--- src/rtl/seg_ctrl.sv ---
// seg_ctrl: eight-digit seven-segment controller with a two-requester round-robin
// write port into the digit buffer and an optional rotating (scrolling) view.
module seg_ctrl #(
  parameter int TICK_NUM = 500000
) (
  input  logic       clk,
  input  logic       rst_n,
  input  logic       req0_valid,
  input  logic [2:0] req0_idx,
  input  logic [5:0] req0_data,
  output logic       req0_ready,
  input  logic       req1_valid,
  input  logic [2:0] req1_idx,
  input  logic [5:0] req1_data,
  output logic       req1_ready,
  input  logic       scroll_en,
  output logic [7:0] o_seg1,
  output logic [7:0] o_seg2,
  output logic [7:0] o_seg3,
  output logic [7:0] o_seg4,
  output logic [7:0] o_seg5,
  output logic [7:0] o_seg6,
  output logic [7:0] o_seg7,
  output logic [7:0] o_seg8
);
  typedef enum logic {STATIC, SCROLL} state_t;
  state_t      state, state_nxt;
  logic        ptr;
  logic [5:0]  buffer [8];
  logic [31:0] tick, tick_nxt;
  logic [2:0]  offset, offset_nxt;
  logic [7:0]  seg [8];
  logic        wrap;

  function automatic logic [7:0] decode(input logic [5:0] e);
    logic [7:0] p;
    case (e[3:0])
      4'h0: p = 8'hFC;
      4'h1: p = 8'h60;
      4'h2: p = 8'hDA;
      4'h3: p = 8'hF2;
      4'h4: p = 8'h66;
      4'h5: p = 8'hB6;
      4'h6: p = 8'hBE;
      4'h7: p = 8'hE0;
      4'h8: p = 8'hFE;
      4'h9: p = 8'hF6;
      4'hA: p = 8'hEE;
      4'hB: p = 8'h3E;
      4'hC: p = 8'h9C;
      4'hD: p = 8'h7A;
      4'hE: p = 8'h9E;
      default: p = 8'h8E;
    endcase
    return e[5] ? 8'h00 : {p[7:1], e[4]};
  endfunction

  // ptr=0 favours requester 0 on contention; a lone requester always wins
  assign req0_ready = req0_valid & (~req1_valid | ~ptr);
  assign req1_ready = req1_valid & (~req0_valid | ptr);

  always_ff @(posedge clk or negedge rst_n)
    if (!rst_n) ptr <= 1'b0;
    else if (req0_ready) ptr <= 1'b1;
    else if (req1_ready) ptr <= 1'b0;

  always_ff @(posedge clk or negedge rst_n)
    if (!rst_n) begin
      for (int i = 0; i < 8; i++) buffer[i] <= 6'h20;
    end else begin
      if (req0_ready) buffer[req0_idx] <= req0_data;
      if (req1_ready) buffer[req1_idx] <= req1_data;
    end

  always_ff @(posedge clk or negedge rst_n)
    if (!rst_n) begin
      state  <= STATIC;
      tick   <= '0;
      offset <= '0;
    end else begin
      state  <= state_nxt;
      tick   <= tick_nxt;
      offset <= offset_nxt;
    end

  assign wrap = tick == 32'(TICK_NUM);

  always_comb begin
    state_nxt  = scroll_en ? SCROLL : STATIC;
    tick_nxt   = '0;
    offset_nxt = '0;
    if (state == SCROLL && scroll_en) begin
      tick_nxt   = wrap ? '0 : tick + 32'd1;
      offset_nxt = wrap ? offset + 3'd1 : offset;
    end
  end

  always_ff @(posedge clk or negedge rst_n)
    if (!rst_n) begin
      for (int k = 0; k < 8; k++) seg[k] <= 8'hFF;
    end else begin
      for (int k = 0; k < 8; k++) seg[k] <= ~decode(buffer[3'(k) + offset]);
    end

  assign o_seg1 = seg[0];
  assign o_seg2 = seg[1];
  assign o_seg3 = seg[2];
  assign o_seg4 = seg[3];
  assign o_seg5 = seg[4];
  assign o_seg6 = seg[5];
  assign o_seg7 = seg[6];
  assign o_seg8 = seg[7];
endmodule

--- config.mk ---
export PLATFORM = sky130hd
export DESIGN_NAME = seg_ctrl
export DESIGN_NICKNAME = d
export VERILOG_FILES = /design/src/rtl/seg_ctrl.sv
export SDC_FILE = /design/constraint.sdc
export NUM_CORES = 1
export LEC_CHECK = 0
export ABC_CLOCK_PERIOD_IN_PS = 4830
export CORE_UTILIZATION = 59
export DETAILED_ROUTE_END_ITERATION = 8
export PLACE_DENSITY = 0.81
export SYNTH_ARGS = -nofsm -noshare
export SYNTH_HDL_FRONTEND = slang
export SYNTH_SLANG_ARGS = --single-unit
--- constraint.sdc ---
create_clock -name clk -period 4.83 [get_ports clk]
set_clock_uncertainty 0.15 [all_clocks]
set_input_delay 0.483 -clock clk [delete_from_list [all_inputs] [get_ports clk]]
set_output_delay 0.483 -clock clk [all_outputs]
set_load 0.005 [all_outputs]
==> After elaboration in Yosys (flattened, before gate mapping) <==
Memory sizes are Yosys's and may differ from the RTL's.
Cells that the tools add are included.
{ "totals": {"in_bits": 23, "out_inout_bits": 66, "word_cells": 126, "mem_bits_ro": 896, "register_bits": 149, "mem_count": 8} }
{ "mem_list": {"columns": ["memory", "depth", "width", "rd", "rd_ports_with_merged_regs", "write_ports", "line", "rtl"], "rows": [
  ["(name not given)", 16, 7, 1, 0, 0, "37", "case (e[3:0])"],
  ["(name not given)", 16, 7, 1, 0, 0, "37", null],
  ["(name not given)", 16, 7, 1, 0, 0, "37", null],
  ["(name not given)", 16, 7, 1, 0, 0, "37", null],
  ["(name not given)", 16, 7, 1, 0, 0, "37", null],
  ["(name not given)", 16, 7, 1, 0, 0, "37", null],
  ["2 more memories", null, null, null, null, null, null, null]
]} }
{ "op_classes": {"bitwise_logic": 25, "n_lt_le_gt_ge": 12, "n_eq_ne": 2, "reduce_logical": 4, "add_sub_neg": 8, "mux": 47} }
{ "op_table": {"columns": ["cell", "n"], "rows": [
  ["$bmux W6 S3", 8],
  ["$mux W6", 18],
  ["$bwmux W48", 2],
  ["$mux W48", 2],
  ["$mux W32", 2],
  ["$mux W8", 8],
  ["$not A8 Y8", 8],
  ["$ge A4 B4 Y1 const B", 10],
  ["$not A3 Y4", 10],
  ["$demux W6 S3", 2],
  ["$add A32 B1 Y32 const B", 1],
  ["$eq A32 B19 Y1 const B", 1],
  ["$add A3 B3 Y3 const A", 4],
  ["$lt A4 B1 Y1 const B", 2],
  ["$add A2 B3 Y3 const A", 2],
  ["$mux W3", 2],
  ["$add A1 B3 Y3 const A", 1],
  ["$logic_and A1 B1 Y1", 3],
  ["$mux W1", 3],
  ["$not A1 Y1", 3],
  ["$and A1 B1 Y1", 2],
  ["$ne A2 B2 Y1 const B", 1],
  ["$or A1 B1 Y1", 2],
  ["$reduce_bool A2 Y1", 1]
]} }

==> Logic depth before layout (Yosys ltp) <==
{ "logic_depth": {"word_depth": 9, "mapped_depth": 18} }

==> Least setup slack after synthesis <==
No wires, ideal clock.
{ "synth_path": {"kind": "register to register", "startpoint": "reg offset[1]", "endpoint": "reg seg (netlist bit o_seg6[4])", "setup_time_ps": 61, "path_slack_ps": 1388, "period_less_slack_ps": 3442, "t_required_ps": 4619, "arrival_ps": 3230, "stages_incl_launch_ff": 18, "cell_sequence": "dfrtp_1 buf_4 buf_2 buf_2 inv_1 ha_1 buf_6 buf_8 buf_6 buf_6 mux4_2 mux2_2 inv_1 ha_1 inv_1 mux2i_1 mux2_2 nand2_1"} }
{ "synth_via": {"elab_chain_len": 8} }
{ "synth_lines": {"columns": ["item", "line", "rtl"], "rows": [
  ["start: declaration", "31", "logic [2:0] offset, offset_nxt;"],
  ["start signal: assignment", "83", "offset <= offset_nxt;"],
  ["$add A3 B3 Y3 (*)", "102", "for (int k = 0; k < 8; k++) seg[k] <= ~decode(buffer[3'(k) + offset]);"],
  ["$not A3 Y4 (implied by the code) (*)", "102", null],
  ["$bmux W6 S3 (*)", "102", null],
  ["$mux W6 (implied by the code) (*) (2 in a row)", "102", null],
  ["$mem_v2 Z16 W7", null, null],
  ["$mux W8 (*)", "55", "return e[5] ? 8'h00 : {p[7:1], e[4]};"],
  ["$not A8 Y8 (*)", "102", null],
  ["end: declaration", "32", "logic [7:0] seg [8];"]
]} }
Mark *: on every way between the ends. The rest lies on a longest branch, timed or not. The select of a mux whose other input is x is not followed.
A chain may end at the register's enable or synchronous reset.

==> Final worst setup path <==
{ "layout_path": {"startpoint": "reg offset[0]", "endpoint": "reg seg (netlist bit o_seg2[2])"} }
{ "layout_via": {"elab_chain_len": 8} }
{ "layout_lines": {"columns": ["item", "line"], "rows": [
  ["$add A1 B3 Y3 (*)", "102"],
  ["$not A3 Y4 (implied by the code) (*)", "102"],
  ["$bmux W6 S3 (*)", "102"],
  ["$mux W6 (implied by the code) (*) (2 in a row)", "102"],
  ["$mem_v2 Z16 W7", null],
  ["$mux W8 (*)", "55"],
  ["$not A8 Y8 (*)", "102"]
]} }
Marks and branches as above.

==> results.toml <==
[cts]
clk_latency_ps = 440
postCtsSetupRepairBufs = 0
cts_resized = 0
cts.htree.levels = 4
path_clk_slew_ps = 60
cts_buffers = 17
clock_path_buffers = 2
clock_sinks = 149
ctsHoldBuffers = 0
cts_tree = "yes"
root_buffer = "clkbuf_16"

[route]
wirelength_um = 23100
via_per_inst = 6.13
wl_per_cell_um = 18.5
first_pass_iters = 5
drc_errors = 0
first_iter_violations = 554
ant_nets = 0
vias = 7647

[global_route]
grt_overflow = 0
grt_pass1_wl_um = 37700
grt_pass1_vias = 7229
grt_max_degree = 100
top_usage_layer = "met2"
gr-usage-all-layers = 0.273
use_met2 = 0.430
gr-usage-met1 = 0.371
grt_util_met3 = 0.0601
antenna_found_initial = 0

[layout]
nNetsFinal = 1090
antenna_cells = 0
drive_gt1_frac = 0.202
area_delta_synth_final_pct = 14.5
fin_area_mm2 = 0.0116
ff_latch_area_mm2 = 0.00382
nFillCells = 1242
multiInputGateArea_mm2 = 0.00583

[worst_setup_path]
worstPathArrival_ps = 3640
criticalPathCategory = "reg -> reg"
path_max_fanout = 15
r2r_cells = 8
cp-end-kind = "register"
worstPathRequired_ps = 4990
cp-start-kind = "register"

[synth]
ys_seq_area_frac = 0.376
synthArstFlopShare = 1.00
synth.cell_area_mm2 = 0.0102
synth_seq_cells = 149
syn-num-nets = 1037
yosysWarnings = 0
syn_area_per_cell_um2 = 10.6
synth_edf_count = 0
ys_types = 58
synthFlopType = "dfrtp_1"
synth_cells = 962

[pwr]
switching_share = 0.322
clockPowerShare = 0.259
power.combinational.fraction = 0.364
p_switching_mw = 1.71
peakVddDrop_mv = 0.284
seqPwrFrac = 0.378
p_leak_nw = 4.67
internal-power_mw = 3.60
power_density_mw_per_mm2 = 457

[placement]
gp_congestion = 0.908
io_buffers = 88
dp_hpwl_um = 16500
place_area_mm2 = 0.0110

[sta]
fin_setup_tns_ps = 0
finalHoldViolations = 0
slew_viol_final = 0
rsz0062_at_grt = "no"
fmax_mhz = 287
period_needed_ps = 3480
relSlewSlack = 0.188
worstMarginPinSlew_ps = 1210
holdWs_ps = 9.97
finalSetupViolations = 0
timing.final.crit_share = 0.720

[floorplan]
die_area_mm2 = 0.0177
die-width_um = 133
start_util = 0.608
pin_count = 89
die_y_um = 133
core_area_mm2 = 0.0167
rows = 47

[outcome]
outcome = "completed"

[job]
max_cap_violations = 0

[worst_hold_path]
hold_path.class = "in -> async"
## area by class of cell
class,count,share of cell area
inverters,42,0.0136
repair buffers,96,0.0810
multi-input cells,709,0.501
clock buffers,21,0.0387
well taps,220,0.0237
flip-flops and latches,149,0.328
clock inverters,10,0.0133
## cells in the mapped netlist (8+ instances only)
master    number  area share
nor3_1         8      0.0039
nand2_1       91       0.034
mux2i_1      108        0.11
nand4_1        8      0.0049
clkbuf_1      22      0.0081
a21oi_1       48       0.024
inv_1         36       0.013
o221ai_1      35       0.030
mux4_2        42       0.093
xor2_1        15       0.013
nand3_1       21       0.010
xnor2_1       18       0.016
dfrtp_1       77        0.19
dfstp_2       72        0.19
mux2i_2        8       0.011
o211ai_1       8      0.0059
o21ai_1       15      0.0074
nor2_1        91       0.034
nand2b_1      13      0.0080
mux2_2        28       0.031
ha_1          52       0.064
buf_6          8      0.0089
o21ai_0       25       0.012
buf_2         20      0.0099
## logic make-up (layout without fill, tap and decap cells)
family,Yosys count,in the layout,share of synthesized area
mux,188,188,0.244
fa+ha+maj,52,52,0.0641
buf+inv,104,169,0.0498
compound gates,155,155,0.101
flops,149,149,0.376
xor+xnor,37,37,0.0371
simple gates,277,277,0.128
## registers in the layout, summed over array words and instances (netlist names)
signal,count
buffer,48
o_seg1,8
o_seg2,8
o_seg3,8
o_seg4,8
o_seg5,8
o_seg6,8
o_seg7,8
o_seg8,8
offset,3
ptr,1
state,1
tick,32
## power by group through the flow
stage	Clock, mW	Sequential [mW]	Combinational [mW]
after floorplan	0	1.94	1.17
after global placement	0	2.00	1.85
after detailed placement	0	2.01	1.91
final	1.38	2.01	1.93
after CTS	1.39	1.99	1.93
after global routing	1.44	2.03	2.12
## stage by stage
stage | total power [mW] | setup slack [ps] | util | instances
after CTS | 5.31 | 1370 | 0.696 | 1247
after global placement | 3.85 | 1530 | 0.660 | 1216
after detailed placement | 3.92 | 1380 | 0.660 | 1216
after floorplan | 3.10 | 1390 | - | 962
after global routing | 5.60 | 1040 | 0.696 | 1247
final | 5.31 | 1350 | 0.696 | 1247
## worst paths after layout
path | start | slack [ps] | endpoint
max | offset[0] | 1350 | o_seg2[2]
min in group clk | tick[0] | 340 | tick[0]
max in group asynchronous | rst_n | 3450 | o_seg6[7]
min reg2reg | tick[0] | 340 | tick[0]
max reg2reg | offset[0] | 1350 | o_seg2[2]
min | rst_n | 10 | tick[25]
## layout by cell type (no fill, tap or decap), types with 4 or more instances in the layout
cell / synthesis / routed
mux2i_1: 108 / 108
nand2_1: 91 / 91
nor2_1: 91 / 91
clkdlybuf4s50_1: 0 / 87
dfrtp_1: 77 / 76
dfstp_2: 72 / 72
ha_1: 52 / 52
a21oi_1: 48 / 48
mux4_2: 42 / 42
inv_1: 36 / 36
o221ai_1: 35 / 35
mux2_2: 28 / 28
o21ai_0: 25 / 25
nand3_1: 21 / 21
xnor2_1: 18 / 18
clkbuf_16: 0 / 17
o21ai_1: 15 / 15
xor2_1: 15 / 15
nand2b_1: 13 / 13
mux2i_2: 8 / 8
o211ai_1: 8 / 8
nor3_1: 8 / 8
nand4_1: 8 / 8
buf_4: 5 / 8
nor4_1: 7 / 7
nand3b_1: 6 / 6
inv_2: 5 / 5
and3_1: 5 / 5
o22ai_1: 5 / 5
o311ai_1: 4 / 4
and4_1: 4 / 4
or3_1: 4 / 4
bufinv_16: 0 / 4
## metal layers
metal,wire (µm),up-vias
met5,0,-
met4,643,0
met3,1780,44
met2,10900,319
met1,9700,3700
li1,-,3584
## critical path: stages (launching register included)
cell and delay (ps):
dfrtp_2 400, inv_2 210, ha_1 560, buf_4 360
mux2i_1 260, mux2i_1 120, o221ai_1 800, mux2i_1 330
o221ai_1 170
(Power assumes the default switching activity.)
